[src/rtl/temporal_encoder_pkg.sv]
// rtl/temporal_encoder_pkg.sv - shared sizing constants and helpers for the temporal encoder
package temporal_encoder_pkg;

    // Hypervector width shared with the spatial encoder and the associative memory.
    localparam int HV_DIMENSION = 64;

    // Default N-gram window length, so the encoder and the classifier agree.
    localparam int NGRAM_SIZE = 3;

    // Smallest r such that 2**r >= value.
    function automatic int ceil_log2(input int value);
        int r;
        r = 0;
        while ((1 << r) < value) begin
            r = r + 1;
        end
        return r;
    endfunction

endpackage

[src/rtl/temporal_encoder_hv_rotate.sv]
// rtl/temporal_encoder_hv_rotate.sv - fixed circular left rotate of a hypervector
//
// Purpose: pure wiring; bit i of i_data lands on bit (i + shift) mod width.
// Ports:
//   i_data  input  [width-1:0]  hypervector to rotate
//   o_data  output [width-1:0]  rotated hypervector
module temporal_encoder_hv_rotate #(
    parameter int shift = 1,
    parameter int width = 64
) (
    input  logic [width-1:0] i_data,
    output logic [width-1:0] o_data
);

    assign o_data = {i_data[width-1-shift:0], i_data[width-1:width-shift]};

endmodule

[src/rtl/temporal_encoder.sv]
// rtl/temporal_encoder.sv - sliding-window permute-and-bind N-gram encoder
//
// Purpose: keeps the last ngram_size-1 accepted hypervectors and, once the
// window is full, emits hvin ^ rotl(history[1],1) ^ ... ^ rotl(history[N-1],N-1)
// for every accepted input, one cycle after acceptance.
// Ports:
//   clk          input   clock
//   rst          input   synchronous active-high reset
//   din_valid    input   upstream hypervector valid
//   din_ready    output  an input can be accepted this cycle
//   hvin         input   spatial hypervector
//   clear        input   one-cycle pulse: empty the window
//   hvout_valid  output  N-gram hypervector valid
//   hvout_ready  input   downstream accepts hvout
//   hvout        output  N-gram hypervector (registered)
module temporal_encoder
    import temporal_encoder_pkg::*;
#(
    parameter int ngram_size = NGRAM_SIZE,
    parameter int hv_dim     = HV_DIMENSION
) (
    input  logic              clk,
    input  logic              rst,
    input  logic              din_valid,
    output logic              din_ready,
    input  logic [hv_dim-1:0] hvin,
    input  logic              clear,
    output logic              hvout_valid,
    input  logic              hvout_ready,
    output logic [hv_dim-1:0] hvout
);

    localparam int CNT_W = ceil_log2(ngram_size);

    generate
        if (ngram_size < 2 || ngram_size > 16) begin : g_bad_ngram
            $error("temporal_encoder: ngram_size must be in 2..16");
        end
    endgenerate

    logic [hv_dim-1:0] r_history [1:ngram_size-1];
    logic [CNT_W-1:0]  r_fill_count;
    logic              r_hvout_valid;
    logic [hv_dim-1:0] r_hvout;

    logic [hv_dim-1:0] w_rot [1:ngram_size-1];
    logic [hv_dim-1:0] w_ngram;
    logic              w_din_fire;
    logic              w_hvout_fire;
    logic              w_window_full;

    // Output register gates input: at most one N-gram in flight, so the
    // ready path never depends combinationally on hvout_ready.
    assign din_ready     = !r_hvout_valid && !clear;
    assign w_din_fire    = din_valid && din_ready;
    assign w_hvout_fire  = r_hvout_valid && hvout_ready;
    assign w_window_full = (r_fill_count == CNT_W'(ngram_size - 1));

    assign hvout_valid = r_hvout_valid;
    assign hvout       = r_hvout;

    // Older samples get a larger rotation so position in the window is encoded.
    genvar k;
    generate
        for (k = 1; k < ngram_size; k++) begin : g_tap
            temporal_encoder_hv_rotate #(
                .shift (k),
                .width (hv_dim)
            ) u_rot (
                .i_data (r_history[k]),
                .o_data (w_rot[k])
            );
        end
    endgenerate

    always_comb begin
        w_ngram = hvin;
        for (int i = 1; i < ngram_size; i++) begin
            w_ngram = w_ngram ^ w_rot[i];
        end
    end

    always_ff @(posedge clk) begin
        if (rst) begin
            r_hvout_valid <= 1'b0;
            r_hvout       <= '0;
            r_fill_count  <= '0;
            for (int i = 1; i < ngram_size; i++) begin
                r_history[i] <= '0;
            end
        end else begin
            if (w_hvout_fire) begin
                r_hvout_valid <= 1'b0;
            end
            // clear empties the window but leaves a pending output intact.
            if (clear) begin
                r_fill_count <= '0;
                for (int i = 1; i < ngram_size; i++) begin
                    r_history[i] <= '0;
                end
            end else if (w_din_fire) begin
                for (int i = ngram_size - 1; i >= 2; i--) begin
                    r_history[i] <= r_history[i-1];
                end
                r_history[1] <= hvin;
                if (w_window_full) begin
                    r_hvout       <= w_ngram;
                    r_hvout_valid <= 1'b1;
                end else begin
                    r_fill_count <= r_fill_count + 1'b1;
                end
            end
        end
    end

endmodule

[config.mk]
export PLATFORM = sky130hd
export DESIGN_NAME = temporal_encoder
export DESIGN_NICKNAME = d
export VERILOG_FILES = /design/src/rtl/temporal_encoder_pkg.sv /design/src/rtl/temporal_encoder_hv_rotate.sv /design/src/rtl/temporal_encoder.sv
export SDC_FILE = /design/constraint.sdc
export NUM_CORES = 1
export LEC_CHECK = 0
export CAP_MARGIN = 20
export CORE_MARGIN = 3
export CORE_UTILIZATION = 58
export CTS_CLUSTER_DIAMETER = 60
export CTS_CLUSTER_SIZE = 28
export DETAILED_ROUTE_END_ITERATION = 10
export PLACE_DENSITY = 0.9
export SYNTH_ARGS = -nofsm -noshare
export SYNTH_HDL_FRONTEND = slang
export SYNTH_HIERARCHICAL = 1
export SYNTH_SLANG_ARGS = --single-unit
export TNS_END_PERCENT = 20
[constraint.sdc]
create_clock -name clk -period 25.8 [get_ports clk]
set_input_delay 5.16 -clock clk [delete_from_list [all_inputs] [get_ports clk]]
set_output_delay 5.16 -clock clk [all_outputs]
set_load 0.01 [all_outputs]
# Word-level counts from Yosys, hierarchy flattened
# Memories as Yosys holds them, arrays and structs flattened.
# Index checks and enable logic that the tools add are counted.
dict set report classes {
  n_addsub 1
  n_eq_ne 1
  mux 17
  n_bitwise 8
  n_reduce_logical 8
}
# operator n
set ops {}
lappend ops {{64-bit 2-to-1 mux} 4}
lappend ops {{64-bit XOR} 2}
lappend ops {{1-bit 2-to-1 mux} 13}
lappend ops {{1-bit bitwise OR} 4}
lappend ops {{1-bit logical AND} 3}
lappend ops {{3-bit AND reduction} 1}
lappend ops {{2-bit by 1-bit adder with 2-bit output (second input constant)} 1}
lappend ops {{2-bit equality test (second input constant)} 1}
lappend ops {{1-bit logical NOT} 2}
lappend ops {{1-bit NOT} 2}
lappend ops {{2-bit AND reduction} 1}
lappend ops {{2-bit OR reduction} 1}
dict set report word_totals {
  reg_bits 67
  mem_bits_rw 128
  input_bits 69
  out_inout_bits 66
  wordCells 39
  n_memories 1
}
# memory words word_bits read_ports rd_clocked_by_memory_dff wr line_no
set memory_table {}
lappend memory_table {r_history 2 64 2 0 2 temporal_encoder.sv:41} ;# logic [hv_dim-1:0] r_history [1:ngram_size-1];

# Depth between registers and ports, before layout
dict set report depth {
  ltp_word 8
  ltp_mapped 5
  ltp_nobuf 5
}

# Cells and area by module
# Netlist, hierarchy kept.
# mod instances cells_each area_per_inst_um2 seq_area_each_um2
set modules_own_cells {}
lappend modules_own_cells {temporal_encoder 1 573 7946.4 5185.0}
lappend modules_own_cells {temporal_encoder_hv_rotate 2 64 480.5 0.0}

# Worst setup path after synthesis
# No wires, ideal clock.
dict set report synth_path {
  kind {input to register}
  start {in din_valid}
  end {mem r_history[1][0] in the netlist's numbering (enable)}
  setup_time_ps 792
  arrival_time_ps 14771
  required_time_ps 25008
  setup_slack_ps 10237
  stages 5
  path_buffers 3
  path_cell_list {buf_2 > clkbuf_1 > clkbuf_1 > inv_1 > o21ai_0}
}
# item line_no
set synth_lines {}
lappend synth_lines {{start, declared} temporal_encoder.sv:24} ;# input logic din_valid,
lappend synth_lines {{end, declared} temporal_encoder.sv:41}

# Worst setup path after layout
dict set report layout_path {
  start {in clear}
  end {out din_ready}
}
dict set report layout_via {
  elab_chain_len 2
}
# item line_no
set layout_lines {}
lappend layout_lines {{start, declared} temporal_encoder.sv:27} ;# input logic clear,
lappend layout_lines {{1-bit logical NOT} temporal_encoder.sv:54} ;# assign din_ready = !r_hvout_valid && !clear;
lappend layout_lines {{1-bit logical AND} temporal_encoder.sv:54}
lappend layout_lines {{end, declared} temporal_encoder.sv:25} ;# output logic din_ready,
# No other way between the ends.

==> results by group <==
Placed design
  • Placer congestion estimate: 0.790
  • I/O Buffers: 134
  • DP HPWL: 9960 um
  • Dpl cells: 857
  • DP Worst Slack: 14010 ps

Setup path
  • Arr. time, crit path: 6640 ps
  • CP required: 20640 ps
  • CP Class: input pin to primary output
  • Cell family with most CP delay: buffers and inverters
  • CP dominant cell by count: clkdlybuf4s50_1
  • Worst path cell trace: clkdlybuf4s50_1 -> nor2_1 -> clkdlybuf4s50_1
  • RR Startpoint: hvout_valid
  • Crit start category: input pin
  • Critical Path Source: clear
  • Reg2Reg Depth: 5
  • Nature of the critical path endpoint: primary output
  • Max FO, Critical Path: 5
  • CP peak stage delay: 630 ps
  • Worst path bufs/invs: 2
  • Crit Reg-Reg Endpoint: hvout[61]
  • Slowest-stage cell, CP: clkdlybuf4s50_1
  • Flop2flop setup slack: 22760 ps

Cells and area
  • Final #Nets: 762
  • Area growth from synthesis to layout: 12.6%
  • Ant. Diodes: 0
  • Ratio of cells with drive above 1 in the final layout: 6.24%
  • Layout Cells excl Fill: 889

Die
  • I/O pin cnt: 135
  • Core box area: 0.0148 mm^2
  • Die height: 130 um
  • Initial Utilization: 60.4%
  • Die ar.: 0.0169 mm^2
  • Die X: 130 um
  • Row cnt: 44

Flow run
  • Max-cap violation count: 0

Routing
  • Vias after detailed routing: 4985
  • Vias/cell: 5.61
  • ANT nets after route: 0
  • Residual DRC: 0
  • Pre-antenna DRT Iters: 4
  • Initial DRC Count: 379
  • Drt total wl: 16200 um
  • WL/cell: 18.3 um

Yosys
  • Synth top area cells: edfxtp_1 43%, dfxtp_1 15%, buf_4 11%, and3_1 9.0%, xnor2_1 6.4%
  • Number of flops mapped to enable cells by yosys: 128
  • Post-Syn Area: 0.00891 mm^2
  • Synth Net Count: 771
  • Mapped Cells: 701
  • Ys Warns: 6
  • Most common flop cell mapped by yosys: edfxtp_1
  • FF+latch count, synth: 195
  • Leading post-synthesis cells by instance count: 128 x and3_1, 128 x buf_4, 128 x edfxtp_1, 67 x dfxtp_1, 65 x xnor2_1
  • Mean post-synth cell area: 12.7 um^2
  • Yosys top cell area share: 43.2%
  • Ys async rst share: 0%
  • Area leader, netlist: edfxtp_1
  • Seq/Total Area, Yosys: 58.2%
  • Post-synth cell types: 20

Clock tree
  • CTS Buf Count: 17
  • CTS Sinks: 195
  • Post-CTS Setup Bufs: 0
  • CTS resizes: 0
  • Clock transition at path regs: 70 ps
  • Post-CTS Hold Fix Bufs: 0
  • Htree depth: 4
  • Clock latency on the worst-skew pair: 420 ps
  • Clk buf depth: 2
  • Clk root buf: clkbuf_16
  • CTS tree: yes

GRT
  • GR Overflow Total: 0
  • Initial antenna violation count: 0
  • Gr usage total: 19.5%
  • Pin count of the biggest net entering global routing: 130
  • First-pass GRT wire length: 26000 um
  • Vias in the first global route: 5185

Power and ir drop
  • Pleak: 4.22 nW
  • Pwr Total: 0.673 mW
  • PwrDens: 67.1 mW/mm^2
  • Worst vdd ir: 59.8 uV

STA
  • Max_slew headroom: 29.4%
  • Crit share post-route: 45.7%
  • Setup violators final: 0
  • Final min period: 11800 ps
  • Final hold slack: 464 ps
  • Clock Skew: 13.8 ps
  • Final worst slack: 14000 ps
  • RSZ-0062 raised after global routing: no
  • Final Max Tran Viols: 0
  • Final hold vios: 0
  • Setup TNS: 0 ps
  • Tightest Pin Transition: 1060 ps
  • Max Clk Rate: 0.0847 GHz

Hold path
  • Hold Path Class: flop to flop
  • Hold path endpoint: hvout[35]
  • Hold path startpoint: hvout[35]
  • Hold path cells: 1

Run status
  • Run status: completed
cell usage in the layout, fill, tap and decap left out, types with 2 or more instances in the layout:
cell,instances
xor2_1,64
clkinv_4,6
clkdlybuf4s50_1,133
bufinv_16,2
clkbuf_16,17
inv_1,3
edfxtp_1,128
nor2_1,4
buf_4,7
dfxtp_1,67
o2bb2ai_1,64
xnor2_1,65
and3_1,128
inv_6,2
inv_8,3
area by class of cell:
| type | count | area, um^2 |
|---|---|---|
| Clock buffer | 17 | 425 |
| Clock inverter | 15 | 175 |
| Fill cell | 1012 | 4720 |
| Inverter | 3 | 11.3 |
| Multi-Input combinational cell | 334 | 2620 |
| Sequential cell | 195 | 5180 |
| Tap cell | 184 | 230 |
| Timing Repair Buffer | 141 | 1390 |
flip-flops by register name, summed over array words and instances, names as in the netlist:
register	flops
hvout_valid	1
hvout	64
r_fill_count	2
r_history	128
how the worst max path moves through the flow:
stage	endpoint	slack [ps]	cells past startpoint
3_5_place_dp	din_ready	14010	3
2_1_floorplan	r_history[1][0]	10240	5
3_3_place_gp	din_ready	14100	3
6_report	din_ready	14000	3
5_1_grt	din_ready	13950	3
4_1_cts	din_ready	14010	3
metal layers:
metal / share of wire, % / routed length, um / GRT usage [%]
met5: 0 / 0 / 0
met3: 4.7 / 758 / 4.95
met4: 1.1 / 177 / 5.62
met1: 42 / 6800 / 24.4
met2: 52 / 8500 / 33.8
through the flow:
step / utilization, % / area (um^2)
3_5_place_dp: 63.9 / 9430
2_1_floorplan: - / 8910
4_1_cts: 68.0 / 10000
6_report: 68.0 / 10000
3_3_place_gp: 63.9 / 9430
5_1_grt: 68.0 / 10000
kinds of logic (layout without fill, tap and decap cells):
group | Yosys count | after routing | synth area share (%)
compound gates | 68 | 68 | 6.69
flops | 195 | 195 | 58.2
buf+inv | 172 | 176 | 12.8
simple gates | 136 | 136 | 9.52
xor+xnor | 129 | 129 | 12.7
fa+ha+maj | 1 | 1 | 0.140
power breakdown:
| part | switching [mW] | internal, mW | leakage (nW) | total, mW |
|---|---|---|---|---|
| Clock | 0.120 | 0.146 | 0.291 | 0.266 |
| Combinational | 0.0272 | 0.0288 | 1.90 | 0.0560 |
| Sequential | 0.00691 | 0.344 | 2.03 | 0.351 |
No activity file was read; power rests on OpenSTA's default activity.
